==> src/rtl/adc_event_framer.sv <==
// rtl/adc_event_framer.sv - frames ADC acquisition windows into header/sample/trailer events behind a FWFT FIFO
//
// Purpose: wraps each AcqActive window into {header, samples, trailer} words,
// buffers them in a first-word-fall-through FIFO and drains over valid/ready.
//
// Ports:
//   Clk            system clock
//   reset_n        asynchronous active-low reset
//   AcqActive      acquisition window level
//   InData[15:0]   sample word (bit 12 = out-of-range flag)
//   InData_en      single-cycle strobe qualifying InData
//   OutData[15:0]  framed word at the FIFO head (0 when empty)
//   OutValid       FIFO non-empty
//   OutReady       consumer accepts OutData this cycle
//   Busy           framer is not idle
//   DroppedEvents  events skipped for lack of FIFO space, saturating at 255

module adc_event_framer #(
  parameter int         FIFO_AW     = 6,
  parameter logic [3:0] HEADER_TAG  = 4'hA,
  parameter logic [3:0] TRAILER_TAG = 4'hC
) (
  input  logic        Clk,
  input  logic        reset_n,
  input  logic        AcqActive,
  input  logic [15:0] InData,
  input  logic        InData_en,
  output logic [15:0] OutData,
  output logic        OutValid,
  input  logic        OutReady,
  output logic        Busy,
  output logic [7:0]  DroppedEvents
);

  localparam int                DEPTH   = 1 << FIFO_AW;
  localparam logic [FIFO_AW:0]  DEPTH_W = (FIFO_AW + 1)'(DEPTH);

  typedef enum logic [2:0] {
    S_IDLE, S_SKIP, S_HEADER, S_COLLECT, S_TRAILER
  } state_e;

  state_e       state_q;
  logic         act_q;
  logic [11:0]  event_cnt_q;
  logic [9:0]   sample_cnt_q;
  logic         ovf_q;
  logic         otr_q;
  logic [7:0]   dropped_q;
  logic         skid_v_q;
  logic [15:0]  skid_q;
  logic         pend_fall_q;

  logic [15:0]        mem_q [DEPTH];
  logic [FIFO_AW-1:0] wptr_q;
  logic [FIFO_AW-1:0] rptr_q;
  logic [FIFO_AW:0]   level_q;

  logic             rise, fall;
  logic [FIFO_AW:0] free;
  logic             room3, room2;
  logic             rd_en;
  logic             wr_en;
  logic [15:0]      wr_data;
  logic             smp_take;
  logic [15:0]      smp_word;

  assign rise  = AcqActive & ~act_q;
  assign fall  = ~AcqActive & act_q;
  assign free  = DEPTH_W - level_q;
  assign room3 = (free >= (FIFO_AW + 1)'(3));
  assign room2 = (free >= (FIFO_AW + 1)'(2));

  assign OutValid      = (level_q != '0);
  assign OutData       = OutValid ? mem_q[rptr_q] : 16'h0000;
  assign rd_en         = OutValid & OutReady;
  assign Busy          = (state_q != S_IDLE);
  assign DroppedEvents = dropped_q;

  // Write-port arbitration. A sample candidate (skid first, then live) is only
  // written while two or more entries are free, so the trailer always fits.
  always_comb begin
    wr_en    = 1'b0;
    wr_data  = 16'h0000;
    smp_take = 1'b0;
    smp_word = 16'h0000;
    case (state_q)
      S_HEADER: begin
        wr_en   = 1'b1;
        wr_data = {HEADER_TAG, event_cnt_q};
      end
      S_COLLECT: begin
        if (skid_v_q) begin
          smp_take = 1'b1;
          smp_word = skid_q;
        end else if (InData_en) begin
          smp_take = 1'b1;
          smp_word = InData;
        end
      end
      S_TRAILER: begin
        if (skid_v_q) begin
          smp_take = 1'b1;
          smp_word = skid_q;
        end else begin
          wr_en   = 1'b1;
          wr_data = {TRAILER_TAG, ovf_q, otr_q, sample_cnt_q};
        end
      end
      default: ;
    endcase
    if (smp_take && room2) begin
      wr_en   = 1'b1;
      // upper three bits are scrubbed to zero
      wr_data = {smp_word[15:13] & 3'b000, smp_word[12:0]};
    end
  end

  always_ff @(posedge Clk or negedge reset_n) begin
    if (!reset_n) begin
      state_q      <= S_IDLE;
      act_q        <= 1'b0;
      event_cnt_q  <= 12'd0;
      sample_cnt_q <= 10'd0;
      ovf_q        <= 1'b0;
      otr_q        <= 1'b0;
      dropped_q    <= 8'd0;
      skid_v_q     <= 1'b0;
      skid_q       <= 16'h0000;
      pend_fall_q  <= 1'b0;
    end else begin
      act_q <= AcqActive;
      if (smp_take) begin
        if (room2) begin
          if (sample_cnt_q != 10'h3FF) sample_cnt_q <= sample_cnt_q + 10'd1;
          otr_q <= otr_q | smp_word[12];
        end else begin
          ovf_q <= 1'b1;
        end
      end
      case (state_q)
        S_IDLE: begin
          if (rise) begin
            if (room3) begin
              state_q <= S_HEADER;
            end else begin
              state_q <= S_SKIP;
              if (dropped_q != 8'hFF) dropped_q <= dropped_q + 8'd1;
            end
          end
        end
        S_SKIP: begin
          if (fall) state_q <= S_IDLE;
        end
        S_HEADER: begin
          sample_cnt_q <= 10'd0;
          ovf_q        <= 1'b0;
          otr_q        <= 1'b0;
          skid_v_q     <= InData_en;
          skid_q       <= InData;
          // a window this short still closes once COLLECT is reached
          pend_fall_q  <= fall;
          state_q      <= S_COLLECT;
        end
        S_COLLECT: begin
          // skid is draining this cycle, so a live sample takes its place
          if (skid_v_q) begin
            skid_v_q <= InData_en;
            skid_q   <= InData;
          end
          if (fall || pend_fall_q) begin
            pend_fall_q <= 1'b0;
            state_q     <= S_TRAILER;
          end
        end
        S_TRAILER: begin
          if (skid_v_q) begin
            skid_v_q <= 1'b0;
          end else begin
            event_cnt_q <= event_cnt_q + 12'd1;
            state_q     <= S_IDLE;
          end
        end
        default: state_q <= S_IDLE;
      endcase
    end
  end

  always_ff @(posedge Clk or negedge reset_n) begin
    if (!reset_n) begin
      wptr_q  <= '0;
      rptr_q  <= '0;
      level_q <= '0;
    end else begin
      if (wr_en) wptr_q <= wptr_q + 1'b1;
      if (rd_en) rptr_q <= rptr_q + 1'b1;
      case ({wr_en, rd_en})
        2'b10:   level_q <= level_q + 1'b1;
        2'b01:   level_q <= level_q - 1'b1;
        default: ;
      endcase
    end
  end

  always_ff @(posedge Clk) begin
    if (wr_en) mem_q[wptr_q] <= wr_data;
  end

endmodule
==> config.mk <==
export PLATFORM = sky130hd
export DESIGN_NAME = adc_event_framer
export DESIGN_NICKNAME = d
export VERILOG_FILES = /design/src/rtl/adc_event_framer.sv
export SDC_FILE = /design/constraint.sdc
export NUM_CORES = 1
export LEC_CHECK = 0
export CAP_MARGIN = 20
export CORE_ASPECT_RATIO = 1.75
export CORE_MARGIN = 1
export CORE_UTILIZATION = 38
export CTS_CLUSTER_DIAMETER = 150
export DETAILED_ROUTE_END_ITERATION = 8
export GPL_TIMING_DRIVEN = 0
export PLACE_DENSITY = 0.59
export SETUP_SLACK_MARGIN = 0.05
export SYNTH_ARGS = -nofsm -noshare
export SYNTH_HDL_FRONTEND = slang
export SYNTH_SLANG_ARGS = --single-unit
==> constraint.sdc <==
create_clock -name Clk -period 5.7 [get_ports Clk]
set_input_delay 0.57 -clock Clk [delete_from_list [all_inputs] [get_ports Clk]]
set_output_delay 0.57 -clock Clk [all_outputs]
set_load 0.01 [all_outputs]
==> impl_metrics.csv <==
group,metric,value,unit
status,run_status,"completed",
critical_path,worstSetupPathType,"flip-flop to output pin",
timing,report.final.slew_viol_count,0,
clocking,clockRootBuffer,"clkbuf_16",
place,routabilityCongestion,0.960,
final_layout,area_growth_syn_to_layout,17.2,%
synth,synth-seq-cells,1094,
critical_path,crit_buf_inv,4,
synth,synth_top_family_by_area,"multiplexers",
synth,syn_nets,2249,
final_layout,mostFrequentLayoutCell,"edfxtp_1",
final_layout,drive_gt1_frac,0.247,
power_and_ir_drop,total_power,0.0250,W
final_layout,seq_area,0.0325,mm²
synth,synth-xor-area-share,0.00788,
synth,synth_mux_area_frac,0.149,
critical_path,reg2regPathDepth,19,
clocking,cts.path.max_buffers,3,
synth,synthCells,2217,
floorplan,die_y,449,µm
global_route,antenna_found_initial,2,
place,dpl.hpwl,85700,µm
run,cap_viol_max_count,0,
final_layout,nets,2487,
clocking,cts_buffers,95,
critical_path,worstSetupEndpointType,"output pin",
critical_path,worstSetupStartpoint,"rptr_q[1]",
drt,avgViaCountPerCell,5.65,
final_layout,fin_util,0.450,
critical_path,worstSetupStartpointType,"flip-flop",
global_route,grt_pass1_wl,170000,µm
worst_hold_path,hold_class,"input pin to async pin",
global_route,overflow,0,
drt,drc_errors,0,
drt,vias,22700,
timing,totalNegativeSetupSlack,0,ns
clocking,post-cts-setup-buffers,0,
timing,finalSetupViolCount,0,
timing,period_minus_slack,5.62,ns
floorplan,start_util,0.384,
clocking,cts_tree,"yes",
synth,ys_seq_area_frac,0.749,
synth,synth-compound-area-share,0.0447,
global_route,grt_usage,0.207,
clocking,h-tree-depth,3,
critical_path,path_common_cell,"clkbuf_1",
drt,drtPass1Iterations,5,
critical_path,crit_slowest_cell,"clkbuf_1",
synth,synth.avg_cell_area,19.6,µm²
power_and_ir_drop,peakVddDrop,0.298,mV
synth,synth.distinct_cells,66,
drt,ant_nets,0,
floorplan,die_w,257,µm
critical_path,worstPathArrival,5.05,ns
power_and_ir_drop,leakage,15.6,nW
clocking,clk_pin_slew,0.06,ns
synth,synth-edff-count,1024,
critical_path,rr_endpoint,"level_q[6]",
timing,slew_headroom,0.246,
drt,drt_wl_total,119000,µm
critical_path,worstPathRequired,5.13,ns
floorplan,fp-row-count,163,
critical_path,cp_max_fo,10,
critical_path,worstPathCellList,"clkbuf_1, buf_2, clkbuf_1, mux2i_1, o221ai_1, a211oi_1, nor3_1, a31o_2, clkdlybuf4s50_1",
timing,timing_hold_violations_final,0,
power_and_ir_drop,p_per_area,491,mW/mm²
critical_path,timing.rr.start,"level_q[1]",
critical_path,r2r_slack,0.43,ns
synth,synthSimpleGateAreaFrac,0.0312,
floorplan,die_area,0.116,mm²
timing,worst_slew_pin_slew,1.13,ns
global_route,grt_max_degree,68,
global_route,grt_pass1_vias,23700,
place,portBuffers,43,
drt,post_drt_wl_per_cell,29.7,µm
final_layout,multi_input_area,0.0107,mm²
synth,syn_area,0.0434,mm²
timing,holdWs,0.225,ns
timing,finalClockSkew,0.0259,ns
synth,synth_warnings,0,
final_layout,final_cell_mix,"edfxtp_1 (1024), mux2i_1 (193), mux4_2 (192)",
timing,max_freq,0.178,GHz
timing,final.period_utilization,0.986,
floorplan,ios,47,
clocking,worstSkewPairLatency,0.70,ns
floorplan,core,0.113,mm²
critical_path,max_stage_delay,0.84,ns
critical_path,critPathTopFamily,"buffers and inverters",
synth,async_flop_share,0.0640,
clocking,cts_num_sinks,1094,
synth,synth_adder_area_share,0.00317,
drt,drt_iter0_markers,2283,
timing,grt_setup_unrepaired,"false",
synth,synth_flop_cell,"edfxtp_1",
final_layout,fill_cells,9605,
## sequential cells by signal, indices dropped and copies added (netlist names), 3 cells and up
register / cells
skid_q: 13
event_cnt_q: 12
DroppedEvents: 8
sample_cnt_q: 10
rptr_q: 6
state_q: 3
level_q: 7
wptr_q: 6
mem_q: 1024
## worst max-delay path by stage
stage	slack, ns	cells past startpoint	to
final	0.08	9	OutData[14]
after global routing	0.05	11	OutData[12]
after CTS	0.05	10	OutData[13]
after detailed placement	0.13	9	OutData[11]
after global placement	-4.35	8	mem_q[40][11]
after floorplan	0.17	7	mem_q[59][0]
## cells in the mapped netlist (all sizes together), types with 14 or more instances
library cell	count	area, µm²
a2111oi	16	140
clkbuf	79	297
mux4	192	4320
xnor2	24	210
mux2	18	203
o21ai	35	186
nor3	64	320
dfrtp	70	1750
a21oi	30	150
a211oi	33	248
nand3	14	70.1
buf	65	323
edfxtp	1024	30700
a22oi	43	323
o221ai	33	307
nor2	78	293
nand2	22	82.6
xor2	15	131
o22ai	34	213
mux2i	193	1930
## area by class of cell
cell class,count,area share
inverters,5,0.000369
well taps,1485,0.0366
multi-input cells,974,0.210
plain buffers,144,0.0129
clock inverters,61,0.0145
clock buffers,110,0.0502
repair buffers,141,0.0363
flip-flops and latches,1094,0.640
diodes,1,0.0000492
## cells by family (layout without fill, tap and decap cells)
group                      after synthesis  after routing
AOI/OAI and AO/OA                      263            263
xor gates and xnor gates                39             39
adders and majority gates               11             11
buffers and inverters                  149            461
DFF                                   1094           1094
muxes                                  403            403
other                                    0              1
and+or+nand+nor                        258            258
## repair_timing
item / in CTS / in global routing
setup endpoints to repair: 16 / 4
hold buffers: 1 / 0
hold endpoints to repair: 70 / 0
resized for setup: 12 / 6
## report_power, final
| part | internal [W] | switching (W) | total (W) |
|---|---|---|---|
| clock network | 0.00393 | 0.00296 | 0.00689 |
| registers | 0.00942 | 0.000164 | 0.00958 |
| logic | 0.00305 | 0.00544 | 0.00850 |
| total | 0.0164 | 0.00856 | 0.0250 |
## per-layer routing
layer,track usage,vias to the layer above,share of wire
met2,0.377,800,0.54
li1,-,9611,-
met4,0.115,2,0.059
met3,0.0280,229,0.048
met1,0.232,12000,0.36
met5,0,-,0.00017
## stage by stage
stage                     instances  setup WS [ns]  area, µm²
final                          4015         0.0822      50800
after global routing           4015         0.0512      50800
after CTS                      4014         0.0501      50800
after detailed placement       3842          0.128      47500
after global placement         3745          -4.35      45700
after floorplan                2217          0.169      43400
Note: power is estimated with default switching activity, not from simulation.
